==> config.mk <==
export PLATFORM = sky130hd
export DESIGN_NAME = tone_scheduler
export DESIGN_NICKNAME = d
export VERILOG_FILES = /design/src/rtl/tone_scheduler.sv
export SDC_FILE = /design/constraint.sdc
export NUM_CORES = 1
export LEC_CHECK = 0
export BUFFER_PORTS_ARGS = -buffer_cell sky130_fd_sc_hd__buf_2
export CORE_MARGIN = 1.5
export CORE_UTILIZATION = 65
export DETAILED_ROUTE_END_ITERATION = 12
export GPL_ROUTABILITY_DRIVEN = 0
export PLACE_DENSITY = 0.93
export SKIP_LAST_GASP = 1
export SLEW_MARGIN = 15
export SYNTH_ARGS = -nofsm -noshare
export SYNTH_HDL_FRONTEND = slang
export SYNTH_SLANG_ARGS = --single-unit
==> constraint.sdc <==
create_clock -name clk_5MHz -period 9.4 [get_ports clk_5MHz]
set_input_delay 1.88 -clock clk_5MHz [delete_from_list [all_inputs] [get_ports clk_5MHz]]
set_output_delay 1.88 -clock clk_5MHz [all_outputs]
set_load 0.05 [all_outputs]
==> src/rtl/tone_scheduler.sv <==
// rtl/tone_scheduler.sv - key-driven tone selection and ROM melody playback scheduler
//
// Ports:
//   clk_5MHz  in   1  sole clock, rising edge
//   rst_n     in   1  asynchronous active-low reset
//   key_in    in   4  raw key levels (bit0 Hdo, bit1 Hre, bit2 Hmi, bit3 Hfa)
//   play_req  in   1  one-cycle pulse, start melody from index 0
//   stop_req  in   1  one-cycle pulse, abort melody
//   reload    out 14  tone-divider reload value (registered)
//   tone_en   out  1  tone generator enable (registered)
//   busy      out  1  high whenever the scheduler is not idle (registered)
//   note_idx  out  4  current melody ROM index (registered)
module tone_scheduler #(
  parameter int DEB_CYCLES = 50000,
  parameter int TICK_DIV   = 50000,
  parameter int NOTE_TICKS = 25,
  parameter int REST_TICKS = 5
) (
  input  logic        clk_5MHz,
  input  logic        rst_n,
  input  logic [3:0]  key_in,
  input  logic        play_req,
  input  logic        stop_req,
  output logic [13:0] reload,
  output logic        tone_en,
  output logic        busy,
  output logic [3:0]  note_idx
);

  localparam int DW   = (DEB_CYCLES > 1) ? $clog2(DEB_CYCLES) : 1;
  localparam int PW   = (TICK_DIV > 1) ? $clog2(TICK_DIV) : 1;
  localparam int TMAX = (NOTE_TICKS > REST_TICKS) ? NOTE_TICKS : REST_TICKS;
  localparam int TW   = $clog2(TMAX + 1);

  localparam logic [DW-1:0] DEB_LAST   = DW'(DEB_CYCLES - 1);
  localparam logic [PW-1:0] PRESC_LAST = PW'(TICK_DIV - 1);
  localparam logic [TW-1:0] NOTE_LOAD  = TW'(NOTE_TICKS);
  localparam logic [TW-1:0] REST_LOAD  = TW'(REST_TICKS);

  typedef enum logic [1:0] {IDLE, KEY, NOTE, GAP} state_t;

  // Melody ROM: 0 = rest, 1..4 = Hdo..Hfa, 7 = end of melody.
  function automatic logic [2:0] rom_code(input logic [3:0] idx);
    case (idx)
      4'd0:    rom_code = 3'd1;
      4'd1:    rom_code = 3'd2;
      4'd2:    rom_code = 3'd3;
      4'd3:    rom_code = 3'd4;
      4'd4:    rom_code = 3'd3;
      4'd5:    rom_code = 3'd2;
      4'd6:    rom_code = 3'd1;
      4'd7:    rom_code = 3'd0;
      4'd8:    rom_code = 3'd1;
      4'd9:    rom_code = 3'd3;
      4'd10:   rom_code = 3'd2;
      4'd11:   rom_code = 3'd4;
      4'd12:   rom_code = 3'd1;
      4'd13:   rom_code = 3'd0;
      4'd14:   rom_code = 3'd1;
      default: rom_code = 3'd7;
    endcase
  endfunction

  // Rest and end codes map to 0, so reload doubles as the "sounding" flag.
  function automatic logic [13:0] tone_of_code(input logic [2:0] code);
    case (code)
      3'd1:    tone_of_code = 14'd6826;
      3'd2:    tone_of_code = 14'd7871;
      3'd3:    tone_of_code = 14'd8798;
      3'd4:    tone_of_code = 14'd9224;
      default: tone_of_code = 14'd0;
    endcase
  endfunction

  // Lowest-index key wins; result uses the same code space as the ROM.
  function automatic logic [2:0] key_code(input logic [3:0] k);
    if (k[0])      key_code = 3'd1;
    else if (k[1]) key_code = 3'd2;
    else if (k[2]) key_code = 3'd3;
    else if (k[3]) key_code = 3'd4;
    else           key_code = 3'd0;
  endfunction

  logic [3:0]    sync1, sync2, deb;
  logic [DW-1:0] deb_cnt [4];
  logic [PW-1:0] presc;
  logic [TW-1:0] dur;
  state_t        state, state_nxt;
  logic [3:0]    idx_nxt;
  logic [2:0]    code_cur, code_nxt;
  logic [13:0]   reload_nxt;
  logic          tone_en_nxt, busy_nxt;
  logic          tick, expire, key_any, enter_note, enter_gap;

  assign key_any    = |deb;
  assign code_cur   = rom_code(note_idx);
  assign tick       = (presc == PRESC_LAST);
  assign expire     = tick && (dur == TW'(1));
  assign enter_note = (state_nxt == NOTE) && (state != NOTE);
  assign enter_gap  = (state_nxt == GAP) && (state != GAP);

  // Per-bit synchronizer and debounce: the counter only runs while the
  // synchronized level disagrees with the debounced level.
  always_ff @(posedge clk_5MHz or negedge rst_n) begin
    if (!rst_n) begin
      sync1 <= '0;
      sync2 <= '0;
      deb   <= '0;
      for (int i = 0; i < 4; i++) deb_cnt[i] <= '0;
    end else begin
      sync1 <= key_in;
      sync2 <= sync1;
      for (int i = 0; i < 4; i++) begin
        if (sync2[i] == deb[i]) begin
          deb_cnt[i] <= '0;
        end else if (deb_cnt[i] == DEB_LAST) begin
          deb[i]     <= sync2[i];
          deb_cnt[i] <= '0;
        end else begin
          deb_cnt[i] <= deb_cnt[i] + DW'(1);
        end
      end
    end
  end

  // Tick prescaler restarts on every NOTE/GAP entry so each duration is exact.
  always_ff @(posedge clk_5MHz or negedge rst_n) begin
    if (!rst_n) begin
      presc <= '0;
      dur   <= '0;
    end else begin
      if (enter_note || enter_gap || tick || !(state == NOTE || state == GAP))
        presc <= '0;
      else
        presc <= presc + PW'(1);

      if (enter_note)
        dur <= NOTE_LOAD;
      else if (enter_gap)
        dur <= REST_LOAD;
      else if (tick && dur != '0)
        dur <= dur - TW'(1);
    end
  end

  always_comb begin
    state_nxt = state;
    idx_nxt   = note_idx;
    case (state)
      IDLE: begin
        if (key_any) begin
          state_nxt = KEY;
        end else if (play_req) begin
          state_nxt = NOTE;
          idx_nxt   = 4'd0;
        end
      end
      KEY: begin
        if (!key_any) state_nxt = IDLE;
      end
      NOTE: begin
        if (stop_req)              state_nxt = IDLE;
        else if (key_any)          state_nxt = KEY;
        else if (code_cur == 3'd7) state_nxt = IDLE;
        else if (expire)           state_nxt = GAP;
      end
      GAP: begin
        if (stop_req) begin
          state_nxt = IDLE;
        end else if (key_any) begin
          state_nxt = KEY;
        end else if (expire) begin
          idx_nxt   = note_idx + 4'd1;
          state_nxt = (note_idx == 4'd15) ? IDLE : NOTE;
        end
      end
      default: state_nxt = IDLE;
    endcase

    // Outputs are derived from the next state so that the registered copies
    // line up with the state register.
    code_nxt    = rom_code(idx_nxt);
    reload_nxt  = 14'd0;
    tone_en_nxt = 1'b0;
    busy_nxt    = (state_nxt != IDLE);
    case (state_nxt)
      KEY: begin
        reload_nxt  = tone_of_code(key_code(deb));
        tone_en_nxt = 1'b1;
      end
      NOTE: begin
        reload_nxt  = tone_of_code(code_nxt);
        tone_en_nxt = (reload_nxt != 14'd0);
      end
      GAP: begin
        reload_nxt = reload;
      end
      default: ;
    endcase
  end

  always_ff @(posedge clk_5MHz or negedge rst_n) begin
    if (!rst_n) begin
      state    <= IDLE;
      reload   <= '0;
      tone_en  <= 1'b0;
      busy     <= 1'b0;
      note_idx <= '0;
    end else begin
      state    <= state_nxt;
      reload   <= reload_nxt;
      tone_en  <= tone_en_nxt;
      busy     <= busy_nxt;
      note_idx <= idx_nxt;
    end
  end

endmodule

==> results.py, run 1 <==
metrics = {
    "worst_setup_path": {
        "r2r_slack_ns": 4.87,
        "slowest_delay_ns": 0.58,
        "arrival_ns": 4.94,
        "endpoint_kind": "flop",
        "path_cells": "or4b_4 > nor4_4 > nand3_1 > o31ai_1 > a21boi_0 > a2111oi_0 > o31a_1 > ha_1 > nand2b_1 > o21ai_0 > a21oi_1 > nor2_1 > o22a_1",
        "crit_path_start_kind": "flop",
        "crit_start": "presc[5]$_DFF_PN0_",
        "crit_required_ns": 9.81,
        "r2r-end": "dur[2]$_DFFE_PN0P_",
        "critPathKind": "flop to flop",
        "path_buf_inv": 0,
        "critPathSlowestCell": "or4b_4",
        "reg2regPathDepth": 13,
        "reg2reg_from": "presc[5]$_DFF_PN0_",
        "path_max_fanout": 16,
        "worst_path_dominant_cell_family": "compound AO/OA/AOI/OAI gates",
    },
    "detailed_routing": {
        "initialDrtViolationCount": 503,
        "vias": 4571,
        "drc": 0,
        "via_per_inst": 6.177,
        "ant_nets": 0,
        "wl_um": 12900,
        "first_pass_iters": 5,
        "wl_per_cell_um": 17.43,
    },
    "placed_design": {
        "dp_slack_ns": 4.996,
        "placement.cell_area_um2": 5989,
        "port_buffers": 26,
        "hpwlAfterDp_um": 7759,
    },
    "grt": {
        "antenna_found_initial": 0,
        "grt_max_degree": 86,
        "grtUsageTotal_pct": 28.42,
        "gr-usage-met3_pct": 7.122,
        "use_met1_pct": 34.69,
        "grt_pass1_wl_um": 21480,
        "use_met2_pct": 47.54,
        "grt_pass1_vias": 4529,
        "grt-ovfl-total": 0,
        "grt-busiest-layer": "met2",
    },
    "timing": {
        "setup_ws_ns": 4.873,
        "maxSlewViolCount": 0,
        "post-route-min-period_ns": 4.527,
        "period_share_pct": 48.16,
        "rsz0062_at_grt": "no",
        "setup_viol": 0,
        "fin_tns_setup_ns": 0,
        "tightest_slew_ns": 1.028,
        "skew_ns": 0.01003,
        "maxSlewHeadroom_pct": 31.46,
        "fmax_ghz": 0.2209,
        "finalHoldViolCount": 0,
    },
    "floorplanning": {
        "dieArea_um2": 9520,
        "die_h_um": 97.57,
        "rows": 34,
        "dieWidth_um": 97.57,
        "start_util_pct": 66.98,
        "pin_count": 28,
        "core_area_um2": 8678,
    },
    "layout": {
        "drive_gt1_share_pct": 12.50,
        "layout_commonest_cell": "dfrtp_1",
        "area_delta_synth_final_pct": 12.74,
        "fin_nets": 649,
        "antenna_cells": 0,
        "fin_area_um2": 6554,
        "layout_common_cells": "113 x dfrtp_1, 112 x nor2_1, 42 x xor2_1",
    },
    "worst_hold_path": {
        "min_to": "sync2[2]$_DFF_PN0_",
        "holdPathStages": 0,
        "min_from": "sync1[2]$_DFF_PN0_",
        "hold_path.class": "flop to flop",
    },
    "yosys": {
        "synth-edff-count": 0,
        "ys_types": 64,
        "yosys_warnings": 0,
        "seq_area_frac_synth_pct": 48.64,
        "synthArstFlopShare_pct": 100.0,
        "netlist_area_um2": 5813,
        "ys.flop_type": "dfrtp_1",
        "ys_ff_latch": 113,
        "syn_area_per_cell_um2": 9.819,
        "syn_nets": 622,
        "netlist_instances": 592,
    },
    "outcome": {
        "status": "completed",
    },
    "power_and_ir_drop": {
        "p_leak_nw": 3.077,
        "power_mw": 1.427,
        "clkPwrFrac_pct": 43.0,
        "comb_power_share_pct": 18.7,
        "ir_drop_v": 0.0001250,
        "switching_share_pct": 33.26,
        "power_density_nw_per_um2": 217.7,
        "power.share.sequential_pct": 38.3,
        "p_int_uw": 952.2,
        "p_switching_uw": 474.5,
    },
    "clock_tree": {
        "numCtsBuffers": 17,
        "cts-resized-gates": 0,
        "cts_buffer_depth": 2,
        "clock-sinks": 113,
        "cts.clk_slew.worst_paths_ns": 0.06,
        "clkLatencyLatePin_ns": 0.53,
        "cts_tree": "yes",
        "cts_hold_buf": 0,
        "ctsRootBufferMaster": "clkbuf_8",
        "cts_setup_buffers": 0,
        "htreeDepth": 4,
    },
    "run": {
        "maxCapViolations": 0,
    },
}
cell usage after synthesis, types with 6 or more instances:
master	instances	area share (%)
dfrtp_1	113	49
nand2b_1	10	1.1
clkbuf_1	9	0.58
and3_1	24	2.6
nor3_1	14	1.2
a21oi_1	7	0.60
nand2_1	40	2.6
xnor2_1	32	4.8
inv_1	17	1.1
nand4_1	8	0.86
o21ai_0	14	1.2
xor2_1	42	6.3
buf_4	6	0.77
nand3_1	34	2.9
nor2_1	112	7.2
ha_1	22	4.7
power groups by stage:
stage | clock [mW] | combinational [mW] | sequential (mW)
final | 0.614 | 0.267 | 0.546
after global routing | 0.635 | 0.290 | 0.549
after CTS | 0.615 | 0.264 | 0.545
after detailed placement | 0 | 0.255 | 0.552
after global placement | 0 | 0.247 | 0.550
after floorplan | 0 | 0.175 | 0.577
worst reg2reg max path, cell delays in order, from the launching register on:
cell	delay (ns)
dfrtp_1	0.42
or4b_4	0.58
nor4_4	0.53
nand3_1	0.27
o31ai_1	0.29
a21boi_0	0.19
a2111oi_0	0.09
o31a_1	0.35
ha_1	0.41
nand2b_1	0.21
o21ai_0	0.20
a21oi_1	0.56
nor2_1	0.12
o22a_1	0.20
sequential cells by signal, summed over array words and instances (netlist names):
signal	cells
deb_cnt	64
presc	16
reload	8
dur	5
deb	4
note_idx	4
sync1	4
sync2	4
state	2
busy	1
tone_en	1
through the flow:
stage	std cells	utilization [%]	hold slack (ns)
after detailed placement	708	69.02	0.3457
final	740	75.52	0.3605
after global placement	708	69.02	0.3395
after floorplan	592	-	0.3312
after CTS	740	75.52	0.3611
after global routing	740	75.52	0.3668
layout make-up:
| class | count | area [µm²] |
|---|---|---|
| clock buffers | 17 | 414.1 |
| clock inverters | 15 | 150.1 |
| fillers | 503 | 2125 |
| inverters | 19 | 71.32 |
| multi-input cells | 441 | 2815 |
| flip-flops and latches | 113 | 2828 |
| well taps | 108 | 135.1 |
| repair buffers | 27 | 140.1 |
worst max path at each step:
stage,to,slack (ns),cells past startpoint
after floorplan,reload[13]$_DFFE_PN0P_,5.39,12
after global placement,reload[13]$_DFFE_PN0P_,5.14,13
after detailed placement,reload[13]$_DFFE_PN0P_,5.00,13
after CTS,dur[2]$_DFFE_PN0P_,4.94,13
after global routing,dur[2]$_DFFE_PN0P_,4.53,13
final,dur[2]$_DFFE_PN0P_,4.87,13
cells by family (layout without fill, tap and decap cells):
logic type	Yosys count	in the layout	share of synthesized area, %
compound gates	57	57	7.383
xor+xnor	74	74	11.15
fa+ha+maj	22	22	4.735
buf+inv	38	78	2.927
flops	113	113	48.64
mux	7	7	1.291
other cells	1	1	0.06451
simple gates	280	280	23.81
layer usage:
layer | vias to the layer above | part of all wire, %
met2 | 186 | 51
met3 | 45 | 5.5
li1 | 2075 | -
met4 | 0 | 2.8
met5 | - | 0
met1 | 2265 | 41
(Power assumes the default switching activity.)
==> run 2: changes to the inputs <==
--- a/config.mk
+++ b/config.mk
@@ -7,10 +7,10 @@
 export LEC_CHECK = 0
 export BUFFER_PORTS_ARGS = -buffer_cell sky130_fd_sc_hd__buf_2
 export CORE_MARGIN = 1.5
-export CORE_UTILIZATION = 65
+export CORE_UTILIZATION = 56
 export DETAILED_ROUTE_END_ITERATION = 12
 export GPL_ROUTABILITY_DRIVEN = 0
-export PLACE_DENSITY = 0.93
+export PLACE_DENSITY = 0.86
 export SKIP_LAST_GASP = 1
 export SLEW_MARGIN = 15
 export SYNTH_ARGS = -nofsm -noshare
==> constraint.sdc (replaced) <==
create_clock -name clk_5MHz -period 3.8 [get_ports clk_5MHz]
set_input_delay 0.76 -clock clk_5MHz [delete_from_list [all_inputs] [get_ports clk_5MHz]]
set_output_delay 0.76 -clock clk_5MHz [all_outputs]
set_load 0.05 [all_outputs]
==> results.py, run 2 (same netlist as run 1, synthesis figures left out) <==
metrics = {
    "outcome": {
        "status": "completed",
    },
    "grt": {
        "grt-ovfl-total": 0,
        "grt_pass1_vias": 4458,
        "grt_max_degree": 61,
        "grt_pass1_wl_um": 20640,
        "antenna_found_initial": 0,
        "grtUsageTotal_pct": 24.01,
    },
    "timing": {
        "setup_viol": 0,
        "fin_tns_setup_ns": 0,
        "tightest_slew_ns": 0.7523,
        "skew_ns": 0.01161,
        "fmax_ghz": 0.2687,
        "maxSlewViolCount": 0,
        "period_share_pct": 97.95,
        "maxSlewHeadroom_pct": 49.84,
        "finalHoldViolCount": 0,
        "post-route-min-period_ns": 3.722,
        "whs_ns": 0.2953,
    },
    "layout": {
        "layout_common_cells": "113 x dfrtp_1, 111 x nor2_1, 42 x xor2_1",
        "antenna_cells": 0,
        "max_flop_register": "deb_cnt",
        "layout_commonest_cell": "dfrtp_1",
        "finish.utilization_pct": 66.09,
        "layout.cells.non_filler": 778,
        "fin_nets": 660,
        "drive_gt1_share_pct": 14.64,
        "fin_area_um2": 6731,
        "area_delta_synth_final_pct": 15.80,
        "largest_registers": "deb_cnt x64, presc x16, reload x8",
        "largest_register_ffs": 64,
    },
    "floorplanning": {
        "rows": 37,
        "dieArea_um2": 11000,
        "die_h_um": 104.9,
        "start_util_pct": 57.08,
        "dieWidth_um": 104.9,
        "pin_count": 28,
        "core_area_um2": 10180,
    },
    "detailed_routing": {
        "via_per_inst": 5.738,
        "ant_nets": 0,
        "first_pass_iters": 5,
        "drc": 0,
        "wl_um": 12420,
        "vias": 4464,
        "wl_per_cell_um": 15.96,
        "initialDrtViolationCount": 345,
    },
    "clock_tree": {
        "htreeDepth": 4,
        "clock-sinks": 113,
        "cts_buffer_depth": 2,
        "ctsRootBufferMaster": "clkbuf_8",
        "numCtsBuffers": 17,
        "cts_tree": "yes",
        "cts.clk_slew.worst_paths_ns": 0.05,
        "clkLatencyLatePin_ns": 0.53,
    },
    "worst_setup_path": {
        "arrival_ns": 4.19,
        "critPathKind": "flop to flop",
        "crit_path_start_kind": "flop",
        "crit_required_ns": 4.27,
        "path_max_fanout": 15,
        "endpoint_kind": "flop",
        "reg2regPathDepth": 13,
    },
    "power_and_ir_drop": {
        "power_density_nw_per_um2": 530.1,
        "p_leak_nw": 3.143,
        "ir_drop_v": 0.0004198,
    },
    "placed_design": {
        "hpwlAfterDp_um": 8083,
        "dp.cells": 744,
        "port_buffers": 26,
        "placement.cell_area_um2": 6097,
    },
    "run": {
        "maxCapViolations": 0,
    },
    "worst_hold_path": {
        "hold_path.class": "input pin to async pin",
    },
}
==> run 2: metal layers <==
| layer | global-route usage [%] | vias to the layer above | routed length, µm |
|---|---|---|---|
| li1 | - | 2095 | - |
| met1 | 29.15 | 2159 | 5041 |
| met2 | 39.92 | 172 | 6331 |
| met3 | 5.739 | 38 | 676 |
| met4 | 12.13 | 0 | 369 |
| met5 | 0 | - | 0 |
==> run 2: cell type report <==
class                           count  area, µm²
Fill cell                         728       3453
Multi-Input combinational cell    442       2874
Sequential cell                   113       2828
Clock buffer                       21      449.2
Timing Repair Buffer               37      227.7
Tap cell                          136      170.2
Clock inverter                     10      111.4
Inverter                           19      71.32
==> run 2: where the power goes <==
group | internal [mW] | switching [mW]
Sequential | 1.28 | 0.0766
Clock | 0.957 | 0.524
Combinational | 0.226 | 0.500
==> run 2: metrics by stage <==
step / setup slack (ns) / power, mW
after global routing: -0.04774 / 3.714
after global placement: 0.08515 / 1.990
final: 0.07775 / 3.568
after detailed placement: -0.08570 / 2.024
after floorplan: 0.03176 / 1.861
after CTS: 0.003673 / 3.528
==> run 2: final timing paths <==
kind                                     from                      to  slack, ns
hold reg to reg            sync1[0]$_DFF_PN0_      sync2[0]$_DFF_PN0_       0.35
max in group asynchronous               rst_n      dur[0]$_DFFE_PN0P_       2.77
min in group clk_5MHz               key_in[0]      sync1[0]$_DFF_PN0_       0.33
hold / removal                          rst_n      presc[3]$_DFF_PN0_       0.30
setup / recovery           presc[5]$_DFF_PN0_  reload[10]$_DFFE_PN0P_       0.08
setup reg to reg           presc[5]$_DFF_PN0_  reload[10]$_DFFE_PN0P_       0.08
==> run 2: worst max-delay path, cell delays in order (launching register included) <==
cell,delay (ns)
dfrtp_1,0.42
or4b_4,0.59
nor4_4,0.35
nand3_2,0.17
o31ai_1,0.28
a21boi_1,0.23
a2111oi_2,0.07
o31a_1,0.31
ha_1,0.22
buf_4,0.20
nor2_2,0.19
nand2_1,0.10
o31ai_1,0.36
a211o_1,0.15
==> run 2: timing repair <==
item,4_1_cts,5_1_grt
endpoints found under the hold margin,0,0
hold buffers,0,0
resized for setup,1,14
endpoints found under the setup margin,16,28
pin swaps,0,4
setup buffers,0,2
gates cloned,0,1
==> run 3: changes to the inputs <==
--- a/config.mk
+++ b/config.mk
@@ -11,6 +11,7 @@
 export DETAILED_ROUTE_END_ITERATION = 12
 export GPL_ROUTABILITY_DRIVEN = 0
 export PLACE_DENSITY = 0.86
+export REMOVE_ABC_BUFFERS = 1
 export SKIP_LAST_GASP = 1
 export SLEW_MARGIN = 15
 export SYNTH_ARGS = -nofsm -noshare
==> results.py, run 3 (same netlist as run 1, synthesis figures left out) <==
metrics = {
    "outcome": {
        "status": "completed",
    },
    "power_and_ir_drop": {
        "ir_drop_v": 0.0003344,
        "power_mw": 3.568,
        "p_leak_nw": 3.159,
        "power_density_nw_per_um2": 530.5,
    },
    "clock_tree": {
        "cts_tree": "yes",
        "htreeDepth": 4,
        "numCtsBuffers": 17,
        "cts_hold_buf": 0,
        "ctsRootBufferMaster": "clkbuf_8",
        "clock-sinks": 113,
        "cts.clk_slew.worst_paths_ns": 0.06,
        "cts_buffer_depth": 2,
        "clkLatencyLatePin_ns": 0.54,
    },
    "floorplanning": {
        "core_area_um2": 10180,
        "dieWidth_um": 104.9,
        "die_h_um": 104.9,
        "rows": 37,
        "dieArea_um2": 11000,
        "pin_count": 28,
        "start_util_pct": 57.08,
    },
    "detailed_routing": {
        "ant_nets": 0,
        "via_per_inst": 5.650,
        "drc": 0,
        "wl_um": 11850,
        "first_pass_iters": 5,
        "vias": 4407,
        "wl_per_cell_um": 15.19,
        "initialDrtViolationCount": 395,
    },
    "run": {
        "maxCapViolations": 0,
    },
    "grt": {
        "grt_max_degree": 80,
        "grtUsageTotal_pct": 23.29,
        "grt_pass1_wl_um": 20150,
        "grt_pass1_vias": 4324,
        "antenna_found_initial": 0,
        "grt-ovfl-total": 0,
    },
    "timing": {
        "maxSlewViolCount": 0,
        "period_share_pct": 96.96,
        "fmax_ghz": 0.2714,
        "setup_viol": 0,
        "tightest_slew_ns": 0.9699,
        "whs_ns": 0.3264,
        "maxSlewHeadroom_pct": 35.34,
        "finalHoldViolCount": 0,
        "fin_tns_setup_ns": 0,
        "post-route-min-period_ns": 3.684,
        "skew_ns": 0.01672,
    },
    "layout": {
        "largest_registers": "deb_cnt x64, presc x16, reload x8",
        "fin_nets": 661,
        "antenna_cells": 0,
        "finish.utilization_pct": 66.03,
        "fin_area_um2": 6725,
        "area_delta_synth_final_pct": 15.69,
        "drive_gt1_share_pct": 14.60,
        "max_flop_register": "deb_cnt",
        "seq_area_um2": 2828,
        "layout_common_cells": "113 x dfrtp_1, 112 x nor2_1, 42 x xor2_1",
        "largest_register_ffs": 64,
        "multi_input_area_um2": 2872,
        "fillerInstances": 728,
        "layout_commonest_cell": "dfrtp_1",
    },
    "placed_design": {
        "placement.cell_area_um2": 6085,
        "port_buffers": 26,
        "hpwlAfterDp_um": 7960,
    },
    "worst_hold_path": {
        "hold_path.class": "input pin to flop",
        "min_from": "key_in[1]",
        "holdPathStages": 1,
    },
    "worst_setup_path": {
        "arrival_ns": 4.16,
        "crit_start": "presc[5]$_DFF_PN0_",
        "crit_path_start_kind": "flop",
        "reg2regPathDepth": 13,
        "path_max_fanout": 5,
        "critPathKind": "flop to flop",
        "crit_required_ns": 4.27,
        "reg2reg_from": "presc[5]$_DFF_PN0_",
        "endpoint_kind": "flop",
    },
}
run 3: area by class of cell:
| class | count | share of cell area (%) |
|---|---|---|
| sequential | 113 | 42.05 |
| inverter | 19 | 1.060 |
| clock inverter | 11 | 1.674 |
| clock buffer | 21 | 6.679 |
| tap | 136 | 2.530 |
| timing repair buffer | 38 | 3.312 |
| multi-input combinational | 442 | 42.70 |
run 3: metrics by stage:
| step | cells | setup WS, ns |
|---|---|---|
| 2_1_floorplan | 573 | -0.001021 |
| 3_3_place_gp | 744 | 0.08075 |
| 3_5_place_dp | 744 | 0.003327 |
| 4_1_cts | 776 | 0.02158 |
| 5_1_grt | 780 | -0.01441 |
| 6_report | 780 | 0.1156 |
run 3: worst max-delay path, stage by stage, from the launching register on:
cell and delay, ns:
dfrtp_1 0.42, or4b_4 0.57, nor4_4 0.31, nand3_2 0.16, a2111oi_2 0.41, o31a_1 0.29
ha_2 0.23, inv_1 0.12, nor3_1 0.19, nand3_1 0.14, o41ai_4 0.09, or3b_1 0.40
a21boi_2 0.16, a211o_1 0.12
run 3: metal layers:
metal  up-vias  global-route usage, %  share of wire [%]
li1       2093                      -                  -
met4         0                  8.513                1.6
met3        21                  8.110                5.1
met1      2153                  28.83                 43
met5         -                      0                  0
met2       140                  37.72                 50
run 3: report_power, final:
part | switching (mW) | total [mW] | internal, mW | leakage (nW)
clock | 0.538 | 1.50 | 0.958 | 0.285
combinational | 0.492 | 0.720 | 0.228 | 1.35
sequential | 0.0661 | 1.35 | 1.28 | 1.53
run 3: what timing repair did:
item,in CTS,in global routing
cloned,0,1
pin swaps,0,4
setup endpoints to repair,18,26
gates resized for setup,2,11
buffers inserted,0,3
hold endpoints to repair,0,0
run 3: final timing paths:
check	endpoint	slack, ns
worst max-delay path	reload[13]$_DFFE_PN0P_	0.12
worst min-delay path	sync1[1]$_DFF_PN0_	0.33
worst max register to register	reload[13]$_DFFE_PN0P_	0.12
worst min register to register	sync2[2]$_DFF_PN0_	0.35
max in group asynchronous	deb_cnt[59]$_DFF_PN0_	2.58
min in group asynchronous	deb_cnt[44]$_DFF_PN0_	0.36
